[src/rtl/sc_bin_counter.sv]
// Stochastic-to-binary converter: counts 1s on a unipolar bitstream over 2**N_BITS cycles
// and presents the count with a valid/ready handshake. Define SC_CONT_CONV_EN for continuous mode.
module sc_bin_counter #(
    parameter int N_BITS = 7
) (
    input  logic            clk_i,
    input  logic            rst_ni,
    input  logic            start_i,
    input  logic            sn_in_i,
    output logic            busy_o,
    output logic            out_valid_o,
    input  logic            out_ready_i,
    output logic [N_BITS:0] out_count_o,
    output logic            overrun_o
);

    localparam logic [N_BITS-1:0] WIN_LAST = {N_BITS{1'b1}};
    localparam logic [N_BITS-1:0] WIN_ONE  = {{(N_BITS-1){1'b0}}, 1'b1};

    typedef enum logic [1:0] {
        S_IDLE  = 2'd0,
        S_COUNT = 2'd1,
        S_HOLD  = 2'd2
    } state_t;

    state_t            state_q, state_d;
    logic [N_BITS:0]   ones_q, ones_d;
    logic [N_BITS:0]   count_q, count_d;
    logic [N_BITS-1:0] win_q, win_d;
    logic              valid_q, valid_d;
    logic              busy_q, busy_d;
    logic              overrun_q, overrun_d;
    logic [N_BITS:0]   ones_inc_s;

    // ones is one bit wider than the window index, so the full-window count never wraps
    assign ones_inc_s = ones_q + {{N_BITS{1'b0}}, sn_in_i};

    // Next-state and output logic for the IDLE/COUNT/HOLD sequencer
    always_comb begin
        state_d   = state_q;
        ones_d    = ones_q;
        win_d     = win_q;
        count_d   = count_q;
        valid_d   = valid_q;
        overrun_d = overrun_q;
        case (state_q)
            S_IDLE: begin
                if (start_i) begin
                    state_d = S_COUNT;
                    ones_d  = '0;
                    win_d   = '0;
                end else begin
                    state_d = S_IDLE;
                end
            end
            S_COUNT: begin
                state_d = S_COUNT;
                ones_d  = ones_inc_s;
                win_d   = win_q + WIN_ONE;
                if (win_q == WIN_LAST) begin
                    count_d = ones_inc_s;
                    valid_d = 1'b1;
`ifdef SC_CONT_CONV_EN
                    // Back-to-back windows: restart immediately, flag an unread result
                    ones_d = '0;
                    win_d  = '0;
                    if (valid_q && !out_ready_i) begin
                        overrun_d = 1'b1;
                    end else begin
                        overrun_d = overrun_q;
                    end
`else
                    state_d = S_HOLD;
`endif
                end else if (valid_q && out_ready_i) begin
                    valid_d = 1'b0;
                end else begin
                    valid_d = valid_q;
                end
            end
            S_HOLD: begin
                if (out_ready_i) begin
                    valid_d = 1'b0;
                    if (start_i) begin
                        state_d = S_COUNT;
                        ones_d  = '0;
                        win_d   = '0;
                    end else begin
                        state_d = S_IDLE;
                    end
                end else begin
                    state_d = S_HOLD;
                end
            end
            default: begin
                state_d = S_IDLE;
            end
        endcase
        busy_d = (state_d == S_COUNT);
    end

    // State and output registers with synchronous active-low reset
    always_ff @(posedge clk_i) begin
        if (!rst_ni) begin
            state_q   <= S_IDLE;
            ones_q    <= '0;
            win_q     <= '0;
            count_q   <= '0;
            valid_q   <= 1'b0;
            busy_q    <= 1'b0;
            overrun_q <= 1'b0;
        end else begin
            state_q   <= state_d;
            ones_q    <= ones_d;
            win_q     <= win_d;
            count_q   <= count_d;
            valid_q   <= valid_d;
            busy_q    <= busy_d;
            overrun_q <= overrun_d;
        end
    end

    assign busy_o      = busy_q;
    assign out_valid_o = valid_q;
    assign out_count_o = count_q;
    assign overrun_o   = overrun_q;

endmodule

[config.mk]
export PLATFORM = sky130hd
export DESIGN_NAME = sc_bin_counter
export DESIGN_NICKNAME = d
export VERILOG_FILES = /design/src/rtl/sc_bin_counter.sv
export SDC_FILE = /design/constraint.sdc
export NUM_CORES = 1
export LEC_CHECK = 0
export CAP_MARGIN = 20
export CORE_ASPECT_RATIO = 1.5
export CORE_MARGIN = 4
export CORE_UTILIZATION = 48
export DETAILED_ROUTE_END_ITERATION = 8
export PLACE_DENSITY = 0.73
export SYNTH_ARGS = -nofsm -noshare
export SYNTH_HDL_FRONTEND = slang
export SYNTH_SLANG_ARGS = --single-unit
[constraint.sdc]
create_clock -name clk_i -period 1.6 [get_ports clk_i]
set_clock_uncertainty 0.05 [all_clocks]
set_input_delay 0.16 -clock clk_i [delete_from_list [all_inputs] [get_ports clk_i]]
set_output_delay 0.16 -clock clk_i [all_outputs]
set_load 0.01 [all_outputs]
==> results.sh <==
export IMPL_crit_fanout=4
export IMPL_grt_max_degree=16
export IMPL_clk_pin_slew_ns=0.15
export IMPL_numCtsBuffers=3
export IMPL_top_layer="met4"
export IMPL_syn_to_final_growth_pct=25.5
export IMPL_holdWs_ns=0.439
export IMPL_grtUsageTotal_pct=17.2
export IMPL_rsz0062_at_grt="false"
export IMPL_netlist_top_cells_count="dfxtp_1, nor2_1, o21ai_0"
export IMPL_synthTopCellsByArea="dfxtp_1, nor2_1, o21ai_0"
export IMPL_synth_warnings=0
export IMPL_crit_path_end_kind="flip-flop"
export IMPL_ys_seq_area_share_pct=42.3
export IMPL_ys_ff_latch=27
export IMPL_post_route_drc_count=0
export IMPL_ys_types=34
export IMPL_io_buffers=14
export IMPL_htreeDepth=1
export IMPL_wl_per_cell_um=13.3
export IMPL_max_freq_ghz=0.670
export IMPL_regArea_um2=544
export IMPL_crit_type="reg -> reg"
export IMPL_min_from="win_q[6]"
export IMPL_clk_latency_ns=0.32
export IMPL_r2r_start="win_q[3]"
export IMPL_multiInputGateArea_um2=679
export IMPL_drt_first_pass_iters=4
export IMPL_syn_nets=153
export IMPL_place_area_um2=1560
export IMPL_core_area_um2=2500
export IMPL_initial_core_util_pct=51.0
export IMPL_antenna_found_initial=0
export IMPL_nNetsFinal=182
export IMPL_die_h_um=71.2
export IMPL_synth_edf_count=0
export IMPL_async_reset_ff_share_pct=0
export IMPL_irDropWorstVdd_mv=0.631
export IMPL_die_area_um2=3570
export IMPL_dr_wl_met2_um=1430
export IMPL_viasPerCell=5.48
export IMPL_drv_slew=0
export IMPL_synth_top_area_share_pct=42.3
export IMPL_crit_path_start="win_q[3]"
export IMPL_synth_area_um2=1280
export IMPL_tritoncts="done"
export IMPL_setup_violations=0
export IMPL_fin_crit_sh_pct=93.3
export IMPL_fillers=217
export IMPL_grt_pass1_vias=1181
export IMPL_ctsRootBufferMaster="clkbuf_4"
export IMPL_io_pins=16
export IMPL_drtAntennaViolNets=0
export IMPL_outcome="complete, no violations"
export IMPL_totalWireLength_um=2790
export IMPL_timing_slew_headroom_pct=66.2
export IMPL_fp_dieW_um=50.1
export IMPL_power_total_mw=1.15
export IMPL_hold_viol=0
export IMPL_drt_iter0_markers=31
export IMPL_dp_hpwl_um=2060
export IMPL_synth_main_ff_cell="dfxtp_1"
export IMPL_gp_congestion=0.854
export IMPL_grt_pass1_wl_um=4930
export IMPL_cts_sinks=27
export IMPL_cts_hold_buf=0
export IMPL_cts_buffer_depth=2
export IMPL_tightest_slew_ns=0.506
export IMPL_design_area_um2=1600
export IMPL_p_leak_nw=0.584
export IMPL_diodes=0
export IMPL_yosysTopAreaCell="dfxtp_1"
export IMPL_drive_gt1_share_pct=20.2
export IMPL_worst_setup_path_start_kind="flip-flop"
export IMPL_overflow=0
export IMPL_holdCritPathClass="reg -> reg"
export IMPL_rows=22
export IMPL_wl_met1_um=1220
export IMPL_critical_path_arrival_ns=1.71
export IMPL_vias=1146
export IMPL_power_density_nw_per_um2=718
export IMPL_cap_viol_max_count=0
export IMPL_wl_met3_um=70
export IMPL_cp_data_required_time_ns=1.82
export IMPL_synth_most_common_cell="dfxtp_1"
export IMPL_syn_inst=145
export IMPL_post_route_min_period_ns=1.49
export IMPL_syn_avg_cell_area_um2=8.81
## cell usage in the layout, fill, tap and decap left out, types with 4 or more instances in the layout
cell type        count
dfxtp_1             24
nor2_1              21
buf_4               18
clkdlybuf4s50_1     14
o21ai_0             13
a21oi_1              8
nand2_1              8
a31oi_1              6
a211oi_1             5
xnor2_1              5
xor2_1               4
nand3_1              4
## final cells by class
class	instances	share of cell area (%)
repair buffers	33	18.4
clock buffers	3	1.41
multi-input cells	106	42.4
clock inverters	1	0.312
flip-flops and latches	27	34.0
well taps	36	2.81
inverters	3	0.703
## power breakdown
group	total, mW	leakage (nW)	internal (mW)	switching [mW]
clock network	0.299	0.0177	0.0937	0.206
registers	0.696	0.219	0.685	0.0107
logic	0.156	0.347	0.0757	0.0799
total	1.15	0.584	0.855	0.296
## sequential cells by signal, summed over array words and instances (netlist names)
signal and cells:
busy_o 1, ones_q 8, out_count_o 8, out_valid_o 1, state_q 2, win_q 7
## critical path, stage by stage, from the launching register on
cell and delay (ns):
dfxtp_1 0.41, nand3_2 0.15, buf_4 0.18, or4_1 0.49, a21oi_1 0.15
## path summary, 6_finish.rpt
| check | end | slack, ns | cells past startpoint |
|---|---|---|---|
| hold / removal | win_q[6] | 0.44 | 1 |
| setup reg to reg | win_q[5] | 0.11 | 4 |
| hold reg to reg | win_q[6] | 0.44 | 1 |
| setup / recovery | win_q[5] | 0.11 | 4 |
## metal layers
layer | vias to the layer above | GRT usage [%]
met2 | 20 | 30.2
met3 | 6 | 2.32
met5 | - | 0
li1 | 570 | -
met4 | 0 | 7.69
met1 | 550 | 20.1
## cells by family (layout without fill, tap and decap cells)
kind of cell    Yosys count  count (layout)  share of synthesized area (%)
compound gates           42              42                           20.8
simple gates             49              49                           20.3
buf+inv                  12              40                           5.68
fa+ha+maj                 3               3                           2.94
xor+xnor                  9               9                           6.17
other cells               1               1                          0.294
mux                       2               2                           1.57
flops                    27              27                           42.3
## repair_timing
action | 4_1_cts | 5_1_grt
endpoints found under the setup margin | 0 | 13
resized for setup | 0 | 7
buffers inserted | 0 | 0
hold endpoints to repair | 0 | 0
## stage by stage
stage	instances	utilization [%]	setup WS, ns	setup TNS (ns)
after floorplan	145	-	0.0796	0
after global placement	205	62.1	-0.124	-0.788
after detailed placement	205	62.1	-0.184	-1.19
after CTS	209	63.2	0.00523	0
after global routing	209	64.0	0.00520	0
final	209	64.0	0.107	0
(Power assumes the default switching activity.)
